[src/rtl/mul_seq.sv]
// Iterative radix-2 shift-add 32x32 multiplier (RV32M MUL/MULH/MULHSU/MULHU).
// Optional macro MUL_EARLY_EXIT_EN: finish as soon as the remaining multiplier is zero.
module mul_seq #(
  parameter int WIDTH = 32,
  parameter int CNT_W = 6
) (
  input  logic             clk,
  input  logic             rst,
  input  logic [WIDTH-1:0] opA,
  input  logic [WIDTH-1:0] opB,
  input  logic [1:0]       func,
  input  logic             en,
  output logic [WIDTH-1:0] res,
  output logic             done,
  output logic             busy
);

  typedef enum logic [1:0] {IDLE, CALC, FIN} state_t;

  state_t             state, state_nxt;
  logic [2*WIDTH-1:0] acc;
  logic [WIDTH-1:0]   mcand, mplier;
  logic [CNT_W-1:0]   cnt;
  logic               neg;
  logic [1:0]         func_q;

  logic               sgn_a, sgn_b;
  logic [WIDTH-1:0]   mag_a, mag_b;
  logic [WIDTH:0]     sum;
  logic [2*WIDTH-1:0] step, prod;
  logic               last;

  // MULHU treats both operands as unsigned, MULHSU only opB
  assign sgn_a = (func != 2'd3) && opA[WIDTH-1];
  assign sgn_b = !func[1] && opB[WIDTH-1];
  assign mag_a = sgn_a ? (~opA + 1'b1) : opA;
  assign mag_b = sgn_b ? (~opB + 1'b1) : opB;

  // Carry out of the upper-half add is shifted back in as the new MSB
  assign sum  = {1'b0, acc[2*WIDTH-1:WIDTH]} + {1'b0, (mplier[0] ? mcand : {WIDTH{1'b0}})};
  assign step = {sum, acc[WIDTH-1:1]};
  assign prod = neg ? (~acc + 1'b1) : acc;
  assign last = (cnt == CNT_W'(WIDTH - 1));

`ifdef MUL_EARLY_EXIT_EN
  logic           mp_zero;
  logic [CNT_W:0] shamt;
  assign mp_zero = (mplier == '0);
  assign shamt   = (CNT_W+1)'(WIDTH) - {1'b0, cnt};
`endif

  always_comb begin
    state_nxt = state;
    case (state)
      IDLE: if (en) state_nxt = CALC;
`ifdef MUL_EARLY_EXIT_EN
      CALC: if (mp_zero || last) state_nxt = FIN;
`else
      CALC: if (last) state_nxt = FIN;
`endif
      FIN:  state_nxt = IDLE;
      default: state_nxt = IDLE;
    endcase
  end

  always_ff @(posedge clk or posedge rst) begin
    if (rst) state <= IDLE;
    else     state <= state_nxt;
  end

  always_ff @(posedge clk or posedge rst) begin
    if (rst) begin
      acc    <= '0;
      mcand  <= '0;
      mplier <= '0;
      cnt    <= '0;
      neg    <= 1'b0;
      func_q <= '0;
      res    <= '0;
      done   <= 1'b0;
      busy   <= 1'b0;
    end else begin
      done <= 1'b0;
      case (state)
        IDLE: begin
          if (en) begin
            mcand  <= mag_a;
            mplier <= mag_b;
            acc    <= '0;
            cnt    <= '0;
            neg    <= sgn_a ^ sgn_b;
            func_q <= func;
            busy   <= 1'b1;
          end
        end
        CALC: begin
`ifdef MUL_EARLY_EXIT_EN
          // Remaining iterations would only shift; do them all at once
          if (mp_zero) begin
            acc <= acc >> shamt;
          end else begin
            acc    <= step;
            mplier <= mplier >> 1;
            cnt    <= cnt + CNT_W'(1);
          end
`else
          acc    <= step;
          mplier <= mplier >> 1;
          cnt    <= cnt + CNT_W'(1);
`endif
        end
        FIN: begin
          res  <= (func_q == 2'd0) ? prod[WIDTH-1:0] : prod[2*WIDTH-1:WIDTH];
          done <= 1'b1;
          busy <= 1'b0;
        end
        default: ;
      endcase
    end
  end

endmodule

[config.mk]
export PLATFORM = sky130hd
export DESIGN_NAME = mul_seq
export DESIGN_NICKNAME = d
export VERILOG_FILES = /design/src/rtl/mul_seq.sv
export SDC_FILE = /design/constraint.sdc
export NUM_CORES = 1
export LEC_CHECK = 0
export ABC_AREA = 1
export CORE_MARGIN = 3
export CORE_UTILIZATION = 50
export DETAILED_ROUTE_END_ITERATION = 7
export PLACE_DENSITY_LB_ADDON = 0.25
export SYNTH_ARGS = -nofsm -noshare
export SYNTH_HDL_FRONTEND = slang
export SYNTH_SLANG_ARGS = --single-unit
export TNS_END_PERCENT = 20
[constraint.sdc]
create_clock -name clk -period 7.7 [get_ports clk]
set_input_delay 1.54 -clock clk [delete_from_list [all_inputs] [get_ports clk]]
set_output_delay 1.54 -clock clk [all_outputs]
set_load 0.005 [all_outputs]
Word level (Yosys, flattened, before mapping)
Cells that the tools add are included. W data, S select, Z words.

Bits in registers: 173. Logic and storage cells: 53.

Bitwise gates (word level): 4. Equal/unequal tests: 6. Add/subtract/negate cells: 5. Reduce and logical (&&, ||, !) cells: 11. Multiplexer cells: 17.

Operators with widths (number): $mux W32 (5); $mux W64 (2); $pmux W64 S2 (1); $add A32 B1 Y32 const B (2); $add A64 B1 Y64 const B (1); $not A32 Y32 (2); $not A64 Y64 (1); $pmux W32 S2 (1); $add A32 B32 Y33 (1); $pmux W6 S2 (1); $reduce_and A2 Y1 (4); $add A6 B1 Y6 const B (1); $eq A6 B5 Y1 const B (1); $mux W6 (1); $ne A2 B2 Y1 const B (3); $logic_not A2 Y1 (2); $mux W2 (2); $pmux W2 S2 (1); $reduce_bool A2 Y1 (2); $eq A2 B1 Y1 const B (1); $eq A2 B2 Y1 const B (1); $logic_and A1 B1 Y1 (2); $mux W1 (2); $pmux W1 S2 (1); other kinds (2) (2).

Logic depth before layout (Yosys ltp)
Depth in word-level cells: 5. Mapped depth: 19.

Least setup slack after synthesis
Ideal clock, no wire load.

Kind: in2reg. From: input port opA[0]. To: register mcand[28]. Cell stages on the path: 11. Arrival: 2639 ps. Setup slack: 4944 ps. Setup time: 117 ps. Data required time: 7583 ps. Buffers on the path: 0. Path through: inv_1 ha_1 nand3_2 nor2_4 nand2_2 nor2_4 nand3_1 nand2_2 nand3b_1 nand3_1 nand2_1.

Longest elaborated chain between the ends: 3.

Ends and longest elaborated chain: start: declaration (RTL line 9) `input logic [WIDTH-1:0] opA,`; $not A32 Y32 (RTL line 36) `assign mag_a = sgn_a ? (~opA + 1'b1) : opA;`; $add A32 B1 Y32 (RTL line 36); $mux W32 (RTL line 36); end signal: assignment (RTL line 87) `mcand <= mag_a;`; end: declaration (RTL line 22) `logic [WIDTH-1:0] mcand, mplier;`.

No other way between the ends. A chain may end at the register's enable or synchronous reset.

Final worst setup path
From: input port en. To: register cnt[4].

Longest elaborated chain between the ends: 2.

Ends and longest elaborated chain: start: declaration (RTL line 12) `input logic en,`; $ne A2 B2 Y1 (no source line); $reduce_and A2 Y1 (no source line); end signal: assignment (RTL line 109) `cnt <= cnt + CNT_W'(1);`; end: declaration (RTL line 23) `logic [CNT_W-1:0] cnt;`.

No other way between the ends.

==> results.md <==
- Wire per inst: 15.9 um
- Worst-Margin Slew: 1.10 ns
- Register area: about 4300 sq um
- CORE AREA: 25500 sq um
- Syn_area_per_cell: 6.42 sq um
- Min-Delay Path Class: flip-flop to flip-flop
- Dpl cells: 2425
- Placement Cell Area: 14400 sq um
- Vert. Die Dim: 168 um
- Clock Sinks: 173
- DRT iter0 DRCs: 1081
- Max stage delay on crit path: between 0.7 and 0.8 ns
- Antenna violations before repair: 0
- Final WS setup: 4.10 ns
- Rel. slew slack: a little over a quarter
- Fin cells: 2457
- Worst r2r path cells: 17
- Post-CTS setup buffer count: 0
- Crit Reg-Reg Endpoint: acc[53]$_DFFE_PP0P_
- Setup crit start kind: primary input
- Setup Viol. Count Final: 0
- Worst flop-to-flop path startpoint: mplier[0]$_DFFE_PP0P_
- Slowest-stage cell, CP: inv_2
- WS Path Type: primary input to flip-flop
- Asr flop ratio synth: 100%
- Synth cell count leaders: nand2_1 (594), nor2_1 (248), inv_1 (245)
- Final Cycle Share: 46.7%
- Clk_lat worst skew: 0.44 ns
- Mapped cell area: 13100 sq um
- Final hold vios: 0
- Pint: 3.11 mW
- Share of layout cells above drive strength 1: approximately 6.4%
- # resized after CTS: 0
- Post-synth EDFFs: 0
- Global Route Usage Sum: about 28%
- Total Wirelength: 39100 um
- Full die area: ~28000 sq um
- Crit-path most repeated cell: inv_2
- H-tree Lvls: 4
- Total CTS buffers: 17
- Total power: ~6.6 mW
- Achievable Freq: 278 MHz
- Cts hold-fix bufs: 0
- Top cells by area, synth: dfrtp_1 (33%), nand2_1 (17%), nor2_1 (7.1%)
- CTS max path bufs: 2
- R2R setup slack: approximately 4.3 ns
- Main synth FF type: dfrtp_1
- Data arrival time of the worst path: 3.93 ns
- Area occupied by multi-input gates: 7530 sq um
- First-pass GRT wire length: 64200 um
- Top-area cell type share of the netlist area: 32.9%
- Yosys warning count: 0
- RePlAce Congestion: 1.00
- Final ANT Viol Nets: 0
- Setup TNS: 0 ns
- Maximum capacitance violations: 0
- Yosys top cell by area: dfrtp_1
- Final Cell Area: between 10000 and 15000 sq um
- Crit-path cells: clkdlybuf4s50_1 > nand3_2 > inv_2 > nor2_4 > buf_4 > inv_2 > o22ai_1 > o21a_1
- Port Buffers: 102
- Clock share of power: 13.1%
- Sequential fraction of the synthesis area: 32.9%
- Worst VDD drop: between 0.0002 and 0.0003 V
- DRC Markers: 0
- Detailed Place HPWL: 29800 um
- Syn Nets: 2152
- RSZ-0062 raised after global routing: no
- Total number of vias: 13500
- Final Skew: ~0.0094 ns
- Minimum clock period: between 3 and 4 ns
- Met3 usage: between 2 and 3%
- Largest net degree at the start of global routing: 78
- Final Core Density: approximately three fifths
- Most frequent cell after synthesis: nand2_1
- Top Ports: 103
- Final number of max-transition violations: 0
- Ant diodes: 0
- Worst Setup EP: cnt[4]$_DFFE_PP0P_
- Starting Density: 51.6%
- Cell leakage power: just under 8 nW
- CP Launch Point: en
- Layer with the highest usage: met2
- Sequential power share: approximately 24%
- Switching power: 3.53 mW
- Outcome: completed
- GR Overflow Total: 0
- Pwr/cell area: 444 nW/um^2
- Number of synthesized register bits: 173
- Vias per cell: around 5.5
- CP Data Required Time: between 8 and 9 ns
- Final net count: 2220
- CTS root buf: clkbuf_16
- TritonCTS clock tree: built
- GR Util met1: a little over a third
- Switching share of total power: 53.1%
- Max Fanout on Critical Path: 52
- Worst hold slack: 0.479 ns
- Filler cell count: 2449
- Yosys cell types: 48
- Die width: 168 um
- Comb pwr share: 62.8%
- Vias in the first global route: about 13000
- Rows: 58
- Met2 usage: 46.7%
- Cells after synthesis: just over 2000
- Clock slew at reported path FFs: 0.07 ns
- Crit end category: flip-flop
- DRT Pass-1 Iters: 8
- Layout area overhead: 14.0%
- Setup WS pre-CTS: 3.65 ns
==> final cells by class <==
class | count | area share (%)
multi-input cells | 1536 | 50.3
flip-flops and latches | 173 | 28.9
repair buffers | 111 | 7.27
inverters | 275 | 6.94
clock buffers | 19 | 2.96
well taps | 330 | 2.76
clock inverters | 13 | 0.885
==> per-layer routing <==
metal	up-vias	wire, um
met5	-	0
met4	0	1930
met3	114	2190
met2	481	18200
met1	6141	16800
li1	6732	-
==> layout by cell type, fill, tap and decap left out, types with 4 or more instances in the layout <==
cell type	instances
buf_4	9
ha_1	36
xor2_1	34
nor2_2	10
nand3_1	181
nor2_1	245
nor2_4	7
nor3_1	14
o21bai_1	4
nand4_1	12
clkinv_1	4
nand2_4	5
o22ai_1	36
o21ai_1	38
nand3_2	5
inv_2	24
a21oi_1	103
a31oi_1	4
a22oi_1	28
or2_2	6
nand2_2	14
nand3b_1	11
o21ai_2	8
o31ai_1	4
dfrtp_1	172
inv_1	244
a21oi_2	6
clkinv_2	4
nand2_1	594
o21ai_0	109
clkbuf_16	17
clkdlybuf4s50_1	102
==> power groups by stage <==
stage,Clock (mW),Sequential (mW),Combinational (mW)
after global placement,0,1.60,4.02
after CTS,0.879,1.60,4.11
after global routing,0.914,1.65,4.65
after detailed placement,0,1.61,4.09
final,0.872,1.60,4.17
after floorplan,0,1.51,2.94
==> worst max-delay path: cells and delay by family <==
kind	cells	cell delay (ns)
buffers and inverters	4	1.95
AOI/OAI and AO/OA	2	0.29
and+or+nand+nor	2	0.12
==> state kept, by name, summed over array words and instances (netlist names) <==
register,flops
busy,1
mplier,32
acc,64
func_q,2
neg,1
done,1
state,2
res,32
mcand,32
cnt,6
==> worst min-delay path by stage <==
stage	startpoint	to	slack [ns]	cells after the start
2_1_floorplan	mcand[31]$_DFFE_PP0P_	mcand[31]$_DFFE_PP0P_	0.45	2
3_5_place_dp	busy$_DFFE_PP0P_	busy$_DFFE_PP0P_	0.47	2
3_3_place_gp	busy$_DFFE_PP0P_	busy$_DFFE_PP0P_	0.46	2
4_1_cts	busy$_DFFE_PP0P_	busy$_DFFE_PP0P_	0.48	2
6_report	busy$_DFFE_PP0P_	busy$_DFFE_PP0P_	0.48	2
5_1_grt	mcand[14]$_DFFE_PP0P_	mcand[14]$_DFFE_PP0P_	0.51	2
==> cell families after synthesis <==
group / synth area share [%]
flops: 32.9
xor+xnor: 2.40
fa+ha+maj: 3.58
compound gates: 15.0
buf+inv: 9.98
simple gates: 36.2
Power figures use the tool's default switching activity.
